## src/rtl/sram_bus_responder.sv

```systemverilog
`default_nettype none
// ============================================================================
// Module   : sram_bus_responder
// Purpose  : Bridges the cache memory bus to a 16-bit asynchronous SRAM.
//            It performs 4-beat aligned read bursts and single-halfword writes.
// Revision : 1.0 - initial release
// ============================================================================
module sram_bus_responder #(
   parameter int ADDR_W      = 18,
   parameter int WAIT_CYCLES = 1
) (
   input  logic              Clk,
   input  logic              Reset,
   input  logic              MStrobe,
   input  logic              MRW,
   input  logic [31:0]       MAddress,
   input  logic [15:0]       MDataIn,
   output logic [31:0]       MData,
   output logic              MReady,
   output logic              MDone,
   output logic              Busy,
   output logic [ADDR_W-1:0] SramAddr,
   output logic [15:0]       SramDataOut,
   input  logic [15:0]       SramDataIn,
   output logic              SramDataOE,
   output logic              SramCE_n,
   output logic              SramOE_n,
   output logic              SramWE_n
);

   typedef enum logic [2:0] {
      IDLE      = 3'd0,
      RD_ACCESS = 3'd1,
      RD_BEAT   = 3'd2,
      WR_SETUP  = 3'd3,
      WR_PULSE  = 3'd4,
      WR_HOLD   = 3'd5,
      DONE      = 3'd6
   } state_t;

   localparam logic [3:0] c_wait = 4'(WAIT_CYCLES);

   state_t            r_state;
   logic [ADDR_W-3:0] r_base;
   logic [1:0]        r_beat;
   logic [3:0]        r_cnt;

   // Address bits above the SRAM range are intentionally ignored.
   logic w_unused_addr;
   assign w_unused_addr = ^MAddress[31:ADDR_W];

   always_ff @(posedge Clk or negedge Reset) begin
      if (!Reset) begin
         r_state     <= IDLE;
         r_base      <= '0;
         r_beat      <= 2'd0;
         r_cnt       <= 4'd0;
         MData       <= 32'd0;
         MReady      <= 1'b0;
         MDone       <= 1'b0;
         Busy        <= 1'b0;
         SramAddr    <= '0;
         SramDataOut <= 16'd0;
         SramDataOE  <= 1'b0;
         SramCE_n    <= 1'b1;
         SramOE_n    <= 1'b1;
         SramWE_n    <= 1'b1;
      end else begin
         MReady <= 1'b0;
         MDone  <= 1'b0;
         case (r_state)
            IDLE: begin
               if (MStrobe) begin
                  r_base   <= MAddress[ADDR_W-1:2];
                  r_beat   <= 2'd0;
                  r_cnt    <= c_wait;
                  Busy     <= 1'b1;
                  SramCE_n <= 1'b0;
                  if (MRW) begin
                     SramAddr <= {MAddress[ADDR_W-1:2], 2'b00};
                     SramOE_n <= 1'b0;
                     r_state  <= RD_ACCESS;
                  end else begin
                     SramAddr    <= MAddress[ADDR_W-1:0];
                     SramDataOut <= MDataIn;
                     SramDataOE  <= 1'b1;
                     r_state     <= WR_SETUP;
                  end
               end
            end
            RD_ACCESS: begin
               if (r_cnt == 4'd0) begin
                  MData    <= {SramDataIn, SramDataIn};
                  MReady   <= 1'b1;
                  SramOE_n <= 1'b1;
                  SramCE_n <= 1'b1;
                  r_state  <= RD_BEAT;
               end else begin
                  r_cnt <= r_cnt - 4'd1;
               end
            end
            RD_BEAT: begin
               if (r_beat == 2'd3) begin
                  MDone   <= 1'b1;
                  r_state <= DONE;
               end else begin
                  // Beat offset wraps inside the 4-halfword block.
                  r_beat   <= r_beat + 2'd1;
                  SramAddr <= {r_base, r_beat + 2'd1};
                  r_cnt    <= c_wait;
                  SramCE_n <= 1'b0;
                  SramOE_n <= 1'b0;
                  r_state  <= RD_ACCESS;
               end
            end
            WR_SETUP: begin
               SramWE_n <= 1'b0;
               r_cnt    <= c_wait;
               r_state  <= WR_PULSE;
            end
            WR_PULSE: begin
               if (r_cnt == 4'd0) begin
                  SramWE_n <= 1'b1;
                  r_state  <= WR_HOLD;
               end else begin
                  r_cnt <= r_cnt - 4'd1;
               end
            end
            WR_HOLD: begin
               SramDataOE <= 1'b0;
               SramCE_n   <= 1'b1;
               MDone      <= 1'b1;
               r_state    <= DONE;
            end
            DONE: begin
               Busy    <= 1'b0;
               r_state <= IDLE;
            end
            default: r_state <= IDLE;
         endcase
      end
   end

endmodule
`default_nettype wire

```

## config.mk

```make
export PLATFORM = sky130hd
export DESIGN_NAME = sram_bus_responder
export DESIGN_NICKNAME = d
export VERILOG_FILES = /design/src/rtl/sram_bus_responder.sv
export SDC_FILE = /design/constraint.sdc
export NUM_CORES = 1
export LEC_CHECK = 0
export CAP_MARGIN = 20
export CORE_MARGIN = 1
export CORE_UTILIZATION = 49
export CTS_BUF_LIST = sky130_fd_sc_hd__clkbuf_8
export DETAILED_ROUTE_END_ITERATION = 6
export PLACE_DENSITY = 0.88
export SLEW_MARGIN = 20
export SYNTH_ARGS = -nofsm -noshare
export SYNTH_HDL_FRONTEND = slang
export SYNTH_SLANG_ARGS = --single-unit
```

## constraint.sdc

```tcl
create_clock -name Clk -period 2.58 [get_ports Clk]
set_input_delay 0.258 -clock Clk [delete_from_list [all_inputs] [get_ports Clk]]
set_output_delay 0.258 -clock Clk [all_outputs]
set_load 0.05 [all_outputs]
```

## After elaboration in Yosys (flattened, before gate mapping)

Cells that the tools add are included.

| word-level totals | value |
|---|---|
| register bits | 98 |
| latch bits | 0 |
| bits in writable memories | 0 |
| ROM bits | 0 |
| bits of input ports | 68 |
| output and inout bits | 73 |
| word-level logic and storage cells | 86 |
| memories kept | 0 |

| operators by class | value |
|---|---|
| $add $sub $neg | 2 |
| multipliers | 0 |
| divide/modulo/power cells | 0 |
| $lt $le $gt $ge | 0 |
| equal/unequal tests | 14 |
| shifts and indexed selects | 0 |
| mux-type cells | 34 |
| bitwise logic cells | 1 |
| reductions and logical operators | 21 |

Operators with widths:

| operator | count |
|---|---|
| 18-bit two-way mux | 2 |
| 18-bit case mux with 2 select lines | 1 |
| 3-bit case mux with 6 select lines | 1 |
| 4-bit case mux with 4 select lines | 1 |
| 2-bit inequality test, second input constant | 7 |
| 3-bit two-way mux | 4 |
| 4-bit two-way mux | 3 |
| 3-bit AND reduction | 4 |
| 1-bit two-way mux | 11 |
| 3-bit == test, second input constant | 3 |
| 2-bit two-way mux | 4 |
| 1-bit case mux with 2 select lines | 4 |
| 2-bit AND reduction | 4 |
| 4-bit AND reduction | 2 |
| 2-bit nonzero test | 4 |
| 4-bit nonzero test | 2 |
| 3-bit by 2-bit == test with 1-bit output, second input constant | 2 |
| 5-bit AND reduction | 1 |
| 4-bit logical NOT | 1 |
| 1-bit case mux with 4 select lines | 1 |
| 2-bit case mux with 2 select lines | 1 |
| 4-bit by 1-bit subtractor with 4-bit output, second input constant | 1 |
| 3-bit by 1-bit == test with 1-bit output, second input constant | 1 |
| 3-bit logical NOT | 1 |
| other kinds (6) | 6 |

## Logic depth before layout (Yosys ltp)

| logic depth | value |
|---|---|
| depth in word-level cells | 4 |
| depth in mapped cells | 7 |
| mapped depth without buffers | 6 |

## Worst setup path after synthesis

OpenSTA, ideal clock, no wires.

| path | value |
|---|---|
| kind | flip-flop to flip-flop |
| start | register r_cnt[0] |
| end | register MData[15] |
| library setup time | 0.125 ns |
| data arrival time | 1.521 ns |
| required time | 2.455 ns |
| slack | 0.935 ns |
| cell stages (with the launch flop) | 7 |
| buffers on the path | 1 |
| clock period less this slack | 1.645 ns |
| path through | dfrtp_1 -> inv_1 -> ha_1 -> nor3b_4 -> nand3_4 -> buf_6 -> mux2_2 |

| on the way | value |
|---|---|
| word-level cells in the longest chain between the ends | 2 |

Ends and longest elaborated chain:

| item | line | source |
|---|---|---|
| from (decl) | 46 | `logic [3:0] r_cnt;` |
| from (signal assigned) | 76 | `r_cnt <= c_wait;` |
| from (signal assigned) | 99 | `r_cnt <= r_cnt - 4'd1;` |
| from (signal assigned) | 110 | `r_cnt <= c_wait;` |
| 4-bit logical NOT | 92 | `if (r_cnt == 4'd0) begin` |
| 2-bit AND reduction (no line) | - |  |
| to (signal assigned) | 93 | `MData <= {SramDataIn, SramDataIn};` |
| to (decl) | 18 | `output logic [31:0] MData,` |

No other way between the ends.
A chain may end at the register's enable or synchronous reset.

## Worst setup path in the final report

| path | value |
|---|---|
| start | register SramOE_n |
| end | output port SramOE_n |

RTL lines:

| item | line | source |
|---|---|---|
| from (decl) | 27 | `output logic SramOE_n,` |
| from (signal assigned) | 66 | `SramOE_n <= 1'b1;` |
| from (signal assigned) | 81 | `SramOE_n <= 1'b0;` |
| from (signal assigned) | 95 | `SramOE_n <= 1'b1;` |

No word-level cell between the ends.

==> impl_metrics.toml <==
[placement]
portBuffers = 126
dp_hpwl_um = 5450
place_congestion = 0.812
placed_cells = 495

[clocking]
cts_buffer_depth = 2
cts_resized = 0
cts_max_level = 3
postCtsSetupRepairBufs = 0
postCtsHoldBufs = 0
path_clk_slew_ns = 0.09
cts-root-buf = "clkbuf_8"
cts_tree = "built"
clk_latency_ns = 0.35
cts_buffers = 9
cts.sinks = 82

[timing]
max_slew.worst_pin.slew_ns = 0.747
slew_violations = 0
setup_viol = 0
timing.final.crit_period_ns = 1.96
rsz0062_at_grt = "no"
fmax_mhz = 509
whs_ns = -0.101
skew_ns = 0.0128
fin_crit_sh_pct = 76.1
relSlewSlack_pct = 50.2
final-hold-violation-count = 67
setup_tns_ns = 0

[routing]
drc_errors = 0
vias_per_cell = 5.12
drtIter0Drc = 149
ant_nets = 0
routed_wl_um = 7830
drt_pre_antenna_iters = 4
num_vias = 2617
wl_per_cell_um = 15.3

[final_layout]
ff_latch_area_um2 = 2060
diodes = 0
final_cells = 511
multi_input_area_um2 = 1390
fill_cells = 524
area_delta_synth_final_pct = 37.5
nets = 477
drive_above_1_share_pct = 18.7

[worst_setup_path]
critical_path.max_fanout = 3
ff2ff_path_depth = 4
cp-startpoint = "SramOE_n"
crit_required_ns = 2.32
cp-end-kind = "output pin"
worstSetupStartpointType = "register"
critPathSlowestCell = "clkdlybuf4s50_1"
worst-path-stages = 1
critical_path_class = "reg -> out"
path_buf_inv = 1
path_cells = "clkdlybuf4s50_1"
timing.rr.start = "r_state[0]"
crit_family = "buffers and inverters"
crit_path_max_incr_delay_ns = 0.81
cp.arrival_ns = 1.71

[die]
start_util_pct = 50.7
rows = 31
die_x_um = 88.9
die_area_um2 = 7900
die_h_um = 88.9
io_pins = 141
coreArea_um2 = 7290

[synth]
async_flop_share_pct = 100
syn-num-nets = 366
synthCells = 296
synth_edf_count = 0
synth_area_um2 = 3700
ys_types = 43
ys_seq_area_share_pct = 55.6
synth_ff_type = "dfrtp_1"
yosysMostFrequentCell = "dfrtp_1"
ys_ff_latch = 82
synth_top_area_share_pct = 53.4
synthTopCellsByArea = "dfrtp_1 53%, mux2_2 12%, mux2i_1 4.6%"
yosysWarnings = 0
yosys.area.top_type = "dfrtp_1"
syn_avg_cell_area_um2 = 12.5
synth_common_cells = "79 x dfrtp_1, 40 x mux2_2, 31 x nand2_1, 26 x o21ai_0"

[hold_path]
worstHoldPathType = "in -> async"

[outcome]
violations = "negative hold slack"
status = "finished, violations left"

[job]
cap_viol_max_count = 0

[grt]
use_met3_pct = 5.08
grt_max_degree = 83
grtUsageMet2_pct = 33.6
met1_usage_pct = 25.6
antenna_found_initial = 0
overflow = 0
grt_usage_pct = 20.4
grt_pass1_vias = 2545
busiest_layer = "met2"
grt_pass1_wl_um = 12100
-- cells by family (layout without fill, tap and decap cells) --
| logic type | after synthesis | in the layout | share of synthesized area, % |
|---|---|---|---|
| compound gates | 48 | 48 | 8.02 |
| xor+xnor | 1 | 1 | 0.237 |
| fa+ha+maj | 2 | 2 | 0.676 |
| buf+inv | 40 | 156 | 7.03 |
| flops | 82 | 82 | 55.6 |
| mux | 65 | 65 | 20.0 |
| simple gates | 58 | 58 | 8.45 |
-- worst paths after layout --
path                                end  slack (ns)
max in group asynchronous         MDone        2.11
hold / removal                MData[18]       -0.10
setup reg to reg            SramAddr[5]        0.66
min in group Clk           SramAddr[11]        0.48
setup / recovery               SramOE_n        0.62
hold reg to reg            SramAddr[11]        0.48
-- flip-flops by register name (all words and copies together), names as in the netlist, 2 cells and up --
name and flops:
r_state 3, r_base 16, MData 16, SramAddr 18
SramDataOut 16, r_beat 2, r_cnt 4
-- cell usage in the layout (no fill, tap or decap), types with 2 or more instances in the layout --
| master | instances |
|---|---|
| a21oi_1 | 5 |
| a22o_1 | 2 |
| a31oi_1 | 2 |
| buf_4 | 5 |
| clkbuf_8 | 9 |
| clkdlybuf4s50_1 | 125 |
| clkinv_2 | 2 |
| clkinvlp_4 | 2 |
| dfrtp_1 | 79 |
| dfstp_2 | 3 |
| ha_1 | 2 |
| inv_1 | 11 |
| mux2_2 | 40 |
| mux2_4 | 8 |
| mux2i_1 | 17 |
| nand2_1 | 31 |
| nand2b_1 | 2 |
| nor2_1 | 8 |
| nor2b_1 | 4 |
| nor3_1 | 2 |
| nor4_1 | 2 |
| o21ai_0 | 26 |
| o2bb2ai_1 | 2 |
-- through the flow --
| step | area [um^2] | setup slack, ns | util (%) | hold WS, ns |
|---|---|---|---|---|
| 2_1_floorplan | 3700 | 0.935 | - | -0.0376 |
| 3_3_place_gp | 4900 | 0.614 | 67.2 | 0.460 |
| 3_5_place_dp | 4900 | 0.497 | 67.2 | 0.470 |
| 4_1_cts | 5080 | 0.589 | 69.7 | 0.114 |
| 5_1_grt | 5090 | 0.520 | 69.8 | 0.00405 |
| 6_report | 5090 | 0.616 | 69.8 | -0.101 |
-- layout make-up --
cell class / count / share of cell area [%]
Clock inverter: 7 / 1.23
Clock buffer: 9 / 2.43
Tap cell: 99 / 2.43
Inverter: 9 / 0.664
Sequential cell: 82 / 40.4
Multi-Input combinational cell: 174 / 27.3
Timing Repair Buffer: 131 / 25.6
-- per-layer routing --
layer | vias to the layer above | wire length (um)
met5 | - | 0
met4 | 0 | 82
met3 | 8 | 608
met2 | 106 | 3840
met1 | 1272 | 3300
li1 | 1231 | -
Power is left out: the tool's default activity adds up to more than one toggle a clock period on the data nets, which glitch-free logic cannot reach.
